<file path="config.mk">
export PLATFORM = sky130hd
export DESIGN_NAME = ber_sat_counter
export DESIGN_NICKNAME = d
export VERILOG_FILES = /design/src/rtl/ber_sat_counter.sv
export SDC_FILE = /design/constraint.sdc
export NUM_CORES = 1
export LEC_CHECK = 0
export CORE_MARGIN = 2
export CORE_UTILIZATION = 45
export DETAILED_ROUTE_END_ITERATION = 7
export PLACE_DENSITY = 0.73
export SLEW_MARGIN = 5
export SYNTH_ARGS = -nofsm -noshare
export SYNTH_HDL_FRONTEND = slang
export SYNTH_SLANG_ARGS = --single-unit
</file>
<file path="constraint.sdc">
create_clock -name clock -period 2.25 [get_ports clock]
set_input_delay 0.3375 -clock clock [delete_from_list [all_inputs] [get_ports clock]]
set_output_delay 0.3375 -clock clock [all_outputs]
set_load 0.02 [all_outputs]
</file>
<file path="src/rtl/ber_sat_counter.sv">
// Saturating up-counter with sticky saturation flag and synchronous clear.
module ber_sat_counter #(
    parameter int WIDTH = 16
) (
    input  logic             clock,
    input  logic             reset,
    input  logic             inc,
    input  logic             clear,
    output logic [WIDTH-1:0] count,
    output logic             sat
);

    localparam logic [WIDTH-1:0] CNT_MAX  = {WIDTH{1'b1}};
    localparam logic [WIDTH-1:0] CNT_NEAR = {{(WIDTH-1){1'b1}}, 1'b0};
    localparam logic [WIDTH-1:0] CNT_ONE  = {{(WIDTH-1){1'b0}}, 1'b1};

    logic [WIDTH-1:0] r_count;
    logic             r_sat;

    // Clear beats increment; the flag sets on the step that reaches all-ones.
    always_ff @(posedge clock) begin
        if (!reset) begin
            r_count <= '0;
            r_sat   <= 1'b0;
        end else if (clear) begin
            r_count <= '0;
            r_sat   <= 1'b0;
        end else if (inc && (r_count != CNT_MAX)) begin
            r_count <= r_count + CNT_ONE;
            r_sat   <= r_sat | (r_count == CNT_NEAR);
        end
    end

    assign count = r_count;
    assign sat   = r_sat;

endmodule

</file>
### After elaboration in Yosys (flattened, before gate mapping)

Cells that the tools add are included.

* word-level logic and storage cells: 9
* input bits: 4
* bits in registers: 17

* reduce and logical (&&, ||, !) cells: 2
* equality and inequality tests: 2
* add/subtract/negate cells: 1
* bitwise operators: 2

Operators with widths (number)
* 16-bit by 1-bit adder with 16-bit output, second input constant: 1
* 16-bit == test, second input constant: 1
* 16-bit inequality test, second input constant: 1
* 2-bit OR reduction: 1
* 1-bit logical AND: 1
* 1-bit NOT: 1
* 1-bit bitwise OR: 1

### Longest topological paths before layout

Gate-level depths: netlist of run 1.

* word-level depth: 2
* mapped depth: 6
* depth with buffers taken out: 5

### Worst setup path after synthesis of run 1

OpenSTA, ideal clock, no wires.

* path kind: reg-to-reg
* start: register r_count[1], in the netlist count[1]
* end: register r_count[15], in the netlist count[15]
* stages on the path, launching flop included: 7
* setup time: 115 ps
* path slack: 393 ps
* arrival: 1743 ps
* cells stage by stage: dfxtp_1 -> ha_1 -> and4_2 -> and4_1 -> clkbuf_1 -> nor4_1 -> o21a_1

* word-level cells in the longest chain between the ends: 2
* elaborated cells between the ends (all ways): 3
* classes of those cells: add/sub: 1; eq/ne: 1; reduce/logical: 1

RTL lines
* from (decl): RTL line 17 `logic [WIDTH-1:0] r_count;`
* from (signal assigned): RTL line 29 `r_count <= r_count + CNT_ONE;`
* parallel branches: the longest is 2 deep, another holds 16-bit by 1-bit adder with 16-bit output

Several ways; the timed one is not identified.
A chain may end at the register's enable or synchronous reset.

### Worst setup path after layout of run 1

* start: register r_count[0], in the netlist count[0]
* end: register r_count[9], in the netlist count[9]

Same word-level chain as after synthesis.

==> results of run 1 <==
-- synthesized netlist by cell type (2+ instances only) --
library cell               instances
sky130_fd_sc_hd__clkbuf_1          3
sky130_fd_sc_hd__inv_1             4
sky130_fd_sc_hd__nor4_1            3
sky130_fd_sc_hd__a21oi_1           9
sky130_fd_sc_hd__dfxtp_1          17
sky130_fd_sc_hd__nand2_1           8
sky130_fd_sc_hd__a31oi_1           2
sky130_fd_sc_hd__and4_1            3
sky130_fd_sc_hd__nand3_1           6
sky130_fd_sc_hd__or4_1             5
sky130_fd_sc_hd__o21a_1            2
sky130_fd_sc_hd__mux2i_1           2
sky130_fd_sc_hd__o31a_1            2
sky130_fd_sc_hd__or3_1             2
sky130_fd_sc_hd__nand2b_1          4
sky130_fd_sc_hd__ha_1              2
sky130_fd_sc_hd__o31ai_1           5
sky130_fd_sc_hd__nand4_1           5
sky130_fd_sc_hd__nor2_1            3
sky130_fd_sc_hd__o21ai_0           4
-- cell type report --
| cell class | count | area [µm²] | share of cell area, % |
|---|---|---|---|
| Clock buffer | 3 | 22.5 | 1.95 |
| Clock inverter | 1 | 5.00 | 0.434 |
| Inverter | 4 | 15.0 | 1.30 |
| Multi-Input combinational cell | 80 | 522 | 45.2 |
| Sequential cell | 17 | 340 | 29.5 |
| Tap cell | 27 | 33.8 | 2.93 |
| Timing Repair Buffer | 22 | 215 | 18.7 |
-- how the worst min path moves through the flow --
stage	slack, ps	to	startpoint
2_1_floorplan	560	count[4]	count[4]
3_3_place_gp	470	sat	sat
3_5_place_dp	480	sat	sat
4_1_cts	510	count[14]	count[14]
5_1_grt	540	sat	sat
6_report	510	count[14]	count[14]
-- per-layer routing --
metal  vias up  wire, µm
met4         0        15
li1        459         -
met1       437       951
met3         2        92
met2        24      1030
met5         -         0
-- worst max-delay path, delay by kind of cell (launching register included) --
| kind | cells | cell delay [ps] |
|---|---|---|
| flip-flops | 1 | 370 |
| adder cells (fa/ha/maj) | 1 | 260 |
| AND/OR/NAND/NOR | 3 | 1110 |
| AO/OA/AOI/OAI | 1 | 150 |
-- logic make-up (layout without fill, tap and decap cells) --
logic type	Yosys count	count (layout)	share of synthesized area, %
simple gates	47	47	31.7
compound gates	29	29	21.5
flops	17	17	37.9
buf+inv	9	30	3.90
fa+ha+maj	2	2	2.79
mux	2	2	2.23
-- layout by cell type, fill, tap and decap left out, drive strengths merged, types with 3 or more instances in the layout --
master         count
clkdlybuf4s50     20
dfxtp             17
a21oi              9
nand2              8
nand3              7
or4                6
nand4              5
o31ai              5
inv                4
nand2b             4
o21ai              4
and4               4
nor4               3
nor2               3
clkbuf             3
-- through the flow --
stage | hold WS [ps] | util (%)
4_1_cts | 512 | 60.0
2_1_floorplan | 560 | -
3_5_place_dp | 483 | 58.6
5_1_grt | 536 | 60.0
6_report | 507 | 60.0
3_3_place_gp | 472 | 58.6
-- power groups by stage --
stage | clock network, mW | registers (mW) | logic [mW]
after floorplan | 0 | 0.313 | 0.0142
after global placement | 0 | 0.312 | 0.0291
after detailed placement | 0 | 0.311 | 0.0294
after CTS | 0.178 | 0.305 | 0.0296
after global routing | 0.196 | 0.305 | 0.0325
final | 0.168 | 0.305 | 0.0295
-- registers in the layout, indices dropped and copies added, names as in the netlist --
signal and cells:
sat 1, count 16
==> results by group, run 1 <==
Worst setup path
  • Data arrival time at the worst-slack endpoint: 2180 ps
  • Capture point of the worst reg-to-reg path: count[9]
  • Critical-path maximum fanout: 15
  • Crit path largest cell delay: 540 ps
  • Beginning of the worst register-to-register path: count[0]
  • Internal reg-to-reg setup slack: 300 ps
  • Crit path from: count[0]
  • Slowest CP cell: sky130_fd_sc_hd__or4_1
  • Critical path startpoint category: flop
  • Capturing instance or port of the critical path: count[9]
  • Data required time of the critical path: 2480 ps
  • Type of destination of the critical path: flop
  • Worst Reg2Reg Path Length in Cells: 5
  • Ordered cell list for the critical path: ha_1 > and4_2 > and4_1 > or4_1 > a21oi_1
  • Setup CP Type: reg2reg

Placed design
  • Estimated wirelength of the detail-placed design: 1470 µm
  • Area after detailed placement: 1130 µm²
  • Number of instances in the placed design: 150
  • Input/output buffers: 20
  • Worst setup timing slack at the placement stage: 220 ps
  • Placer congestion estimate: 0.750

GRT
  • Global Route met1 Usage: 22.7%
  • GR Layer Usage met2: 35.2%
  • Number of global-route vias before repair: 831
  • Number of antenna violations at the first check in global routing: 0
  • Grt met3 use: 3.40%
  • Global-route wire length before repair: 3630 µm
  • Largest net degree at the start of global routing: 16
  • Most used routing layer: met2
  • Global route total overflow: 0
  • Overall track demand over capacity in global routing: 19.6%

Synthesis
  • Number of warning messages in the yosys log: 0
  • Async S/R FF share, synth: 0%
  • Mapped cell area: 897 µm²
  • Area fraction of the dominant cell type after synthesis: 37.9%
  • Cells taking the most area after synthesis: sky130_fd_sc_hd__dfxtp_1 (38%), sky130_fd_sc_hd__a21oi_1 (5.0%), sky130_fd_sc_hd__o31ai_1 (4.2%), sky130_fd_sc_hd__or4_1 (4.2%), sky130_fd_sc_hd__nand4_1 (3.5%)
  • Sequential cell area fraction in the yosys report: 37.9%
  • Average size of a mapped cell: 8.46 µm²
  • Number of enable flip-flop cells after synthesis: 0
  • Flop and latch count out of synthesis: 17
  • Yosys top cell by area: sky130_fd_sc_hd__dfxtp_1
  • Total nets after synthesis: 112
  • Instance count of the mapped netlist: 106
  • Number of distinct library cells after synthesis: 35
  • Most common flop cell mapped by yosys: sky130_fd_sc_hd__dfxtp_1

Cells and area
  • Layout fillers: 175
  • Antenna cell count: 0
  • Area overhead of the layout relative to synthesis: 28.6%
  • Fraction of layout cells with a size suffix above 1: 7.09%
  • Final Instance Area: 1150 µm²
  • Final layout net count: 134
  • Number of non-filler instances in the completed layout: 154

STA
  • Fin Setup TNS: 0 ps
  • Worst-margin pin slew: 435 ps
  • Shortest period the worst path allows: 1950 ps
  • Min setup slack post-route: 301 ps
  • RSZ-0062 raised after global routing: false
  • Remaining max-slew budget at the tightest pin: 71.0%
  • Fmax achieved: 0.513 GHz
  • Max-slew violation total from the final report: 0
  • Period utilisation layout: 86.6%
  • Post-Route Skew: 7.89 ps
  • Count of final setup violators: 0
  • Final hold violation count: 0

Clocking
  • Clk_lat worst skew: 290 ps
  • Clock root buffer master: sky130_fd_sc_hd__clkbuf_4
  • Total CTS buffers: 3
  • Clock transition at path regs: 110 ps
  • TritonCTS clock tree: built
  • H-tree depth: 1
  • Number of gates resized after CTS: 0
  • Clock sink count: 17
  • Post-CTS setup buffers: 0
  • Number of hold buffers added after cts: 0
  • Maximum clock insertion buffer count: 2

Worst hold path
  • Min-Delay Path Class: reg2reg
  • Number of cells on the worst hold path: 2

Die
  • Die span in x: 48.7 µm
  • Initial Utilization: 46.7%
  • Die area: 2370 µm²
  • Standard-cell rows: 16
  • I/O Pins: 21
  • Placeable Area: 1920 µm²
  • Y dimension of the die: 48.7 µm

Routing
  • Mean routed wirelength per cell: 13.6 µm
  • Violation count after the first detailed-route iteration: 26
  • Iteration count of the initial detailed-routing pass: 4
  • Mean number of vias per cell: 5.99
  • Number of remaining DRC errors: 0
  • Antenna Nets Post-Route: 0
  • Number of vias in the routed layout: 922
  • Routed wire length: 2090 µm

Outcome
  • Run status: finished, final reports clean

Pwr
  • Comb power frac: 5.9%
  • Standby leakage power: 0.362 nW
  • Total power density per cell area: 435 nW/µm²
  • VDD IR max: 0.000291 V
  • Sw Share: 24.0%
  • Clock share of power: 33.5%
  • Sequential power share: 60.6%
  • Internal cell power: 382 µW
  • Net switching component of the power: 120 µW
  • Final Total Pwr: 502 µW

Flow run
  • Max-cap violations: 0
Power figures use the tool's default switching activity.
==> inputs of run 2 (changes only) <==
Settings changed: SETUP_SLACK_MARGIN from default to 0.4.
==> run 2 against run 1 <==
Compared with the run above: via count up 0.43%; total power down 1.8%; clock skew is 3.3 ps lower; sequential share of layout area is 0.17 points lower; critical endpoint is now count[13]; largest power group unchanged; highest routed layer unchanged.
==> results by group, run 2 (same netlist as run 1, synthesis figures left out) <==
Routing
  • Number of remaining DRC errors: 0 (unchanged)
  • Routed wire length: 2150 µm (+2.9%)
  • Iteration count of the initial detailed-routing pass: 5 (+1)
  • Number of vias in the routed layout: 926 (+0.43%)
  • Antenna Nets Post-Route: 0 (unchanged)
  • Mean number of vias per cell: 5.94 (-0.85%)
  • Violation count after the first detailed-route iteration: 20 (-23%)
  • Mean routed wirelength per cell: 13.8 µm (+1.6%)

Cells and area
  • Antenna cell count: 0 (unchanged)
  • Max reg flops: 16 (unchanged)
  • Commonest cells after routing, fill and taps aside: sky130_fd_sc_hd__clkdlybuf4s50_1 (20), sky130_fd_sc_hd__dfxtp_1 (13), sky130_fd_sc_hd__a21oi_1 (9)
  • Fraction of layout cells with a size suffix above 1: 12.4% (+5.3 points)
  • Final layout net count: 136 (+1.5%)
  • Most common cell after layout, fill and taps aside: sky130_fd_sc_hd__clkdlybuf4s50_1
  • Final cell utilization of the core: 61.3% (+1.2 points)
  • Area overhead of the layout relative to synthesis: 31.2%
  • Layout fillers: 186 (+6.3%)
  • Number of non-filler instances in the completed layout: 156 (+1.3%)

Worst setup path
  • Type of destination of the critical path: flop
  • Data arrival time at the worst-slack endpoint: 2000 ps (-180 ps)
  • Setup CP Type: reg2reg
  • Data required time of the critical path: 2460 ps (-20 ps)
  • Critical path startpoint category: flop
  • Internal reg-to-reg setup slack: 460 ps (+160 ps)
  • Capture point of the worst reg-to-reg path: count[13]
  • Worst Reg2Reg Path Length in Cells: 4 (-1)
  • Critical-path maximum fanout: 6 (-9)
  • Beginning of the worst register-to-register path: count[3]

Die
  • Initial Utilization: 46.7% (unchanged)
  • Placeable Area: 1920 µm² (unchanged)
  • Die span in x: 48.7 µm (unchanged)
  • Die area: 2370 µm² (unchanged)
  • I/O Pins: 21 (unchanged)
  • Y dimension of the die: 48.7 µm (unchanged)
  • Standard-cell rows: 16 (unchanged)

Worst hold path
  • Hold path endpoint: sat
  • Launch instance of the worst min-delay path: sat
  • Number of cells on the worst hold path: 2 (unchanged)
  • Min-Delay Path Class: reg2reg

Clocking
  • Clock sink count: 17 (unchanged)
  • Total CTS buffers: 3 (unchanged)
  • Clk_lat worst skew: 280 ps (about the same)
  • Clock root buffer master: sky130_fd_sc_hd__clkbuf_4
  • Maximum clock insertion buffer count: 2 (unchanged)
  • Clock transition at path regs: 100 ps (about the same)
  • H-tree depth: 1 (unchanged)
  • TritonCTS clock tree: built

STA
  • Worst-margin pin slew: 451 ps (+15.4 ps)
  • Minimum hold slack: 503 ps (-4.23 ps)
  • Fmax achieved: 0.559 GHz (+8.9%)
  • Final hold violation count: 0 (unchanged)
  • Fin Setup TNS: 0 ps (unchanged)
  • Post-Route Skew: 4.58 ps (-3.32 ps)
  • Shortest period the worst path allows: 1790 ps (-159 ps)
  • Remaining max-slew budget at the tightest pin: 70.0% (-1.0 points)
  • Max-slew violation total from the final report: 0 (unchanged)
  • Period utilisation layout: 79.5% (-7.1 points)
  • Count of final setup violators: 0 (unchanged)
  • RSZ-0062 raised after global routing: true

GRT
  • Global-route wire length before repair: 3630 µm (unchanged)
  • Largest net degree at the start of global routing: 16 (unchanged)
  • Global route total overflow: 0 (unchanged)
  • Most used routing layer: met2
  • Grt met3 use: 3.70% (+0.31 points)
  • Overall track demand over capacity in global routing: 19.2% (-0.35 points)
  • Number of antenna violations at the first check in global routing: 0 (unchanged)
  • Global Route met1 Usage: 23.3% (+0.69 points)
  • Number of global-route vias before repair: 836 (+0.60%)
  • GR Layer Usage met2: 32.0% (-3.2 points)

Pwr
  • VDD IR max: 0.000261 V (-10%)
  • Total power density per cell area: 419 nW/µm² (-3.8%)
  • Standby leakage power: 0.370 nW (+2.2%)
  • Final Total Pwr: 493 µW (-1.8%)

Placed design
  • Estimated wirelength of the detail-placed design: 1520 µm (+3.8%)
  • Placer congestion estimate: 0.762 (+1.7%)
  • Number of instances in the placed design: 150 (unchanged)
  • Input/output buffers: 20 (unchanged)

Flow run
  • Max-cap violations: 0 (unchanged)

Outcome
  • Run status: finished, final reports clean
[run 2: cell count changes in the layout (fill, tap and decap cells not counted)]
cell	before	now
sky130_fd_sc_hd__and4_1	3	2
sky130_fd_sc_hd__and4_4	0	1
sky130_fd_sc_hd__buf_4	2	4
sky130_fd_sc_hd__clkbuf_1	0	1
sky130_fd_sc_hd__clkinv_2	1	0
sky130_fd_sc_hd__dfxtp_1	17	13
sky130_fd_sc_hd__dfxtp_2	0	4
sky130_fd_sc_hd__ha_1	2	1
sky130_fd_sc_hd__ha_2	0	1
[run 2: final cells by class]
type	instances	area, µm²	area share, %
multi-input combinational	80	527	44.7
sequential	17	345	29.3
timing repair buffer	24	230	19.6
tap	27	33.8	2.87
clock buffer	4	26.3	2.23
inverter	4	15.0	1.28
[run 2: worst max path at each step]
stage,start,to,slack [ps],cells after the start
after floorplan,count[0],count[3],450,6
after global placement,inc,count[11],270,5
after detailed placement,inc,count[13],230,5
after CTS,count[1],count[10],410,5
after global routing,count[1],count[10],390,5
final,count[3],count[13],460,4
[run 2: critical path: stages (launching register included)]
cell and delay, ps:
sky130_fd_sc_hd__dfxtp_1 440, sky130_fd_sc_hd__nand3_2 130, sky130_fd_sc_hd__or4_4 580, sky130_fd_sc_hd__or4_1 410
sky130_fd_sc_hd__a21oi_1 150
[run 2: stage by stage]
stage	setup slack, ps	instance area [µm²]
floorplan	454	898
global placement	268	1130
detailed placement	229	1130
CTS	414	1150
global route	385	1180
finish	460	1180
[run 2: repair_timing]
item,4_1_cts,5_1_grt
endpoints found under the setup margin,5,9
resized for setup,2,5
pin swaps,0,0
setup buffers,0,2
hold buffers,0,0
[run 2: layer usage]
layer / part of all wire [%] / vias up
met3: 4.1 / 4
li1: - / 457
met4: 1.1 / 0
met2: 50 / 27
met1: 45 / 438
met5: 0 / -
[run 2: report_power, final]
part	leakage [nW]	internal [mW]	switching [mW]	total [mW]
clock	0.0150	0.0687	0.0898	0.159
combinational	0.216	0.0136	0.0161	0.0297
sequential	0.139	0.302	0.00258	0.305
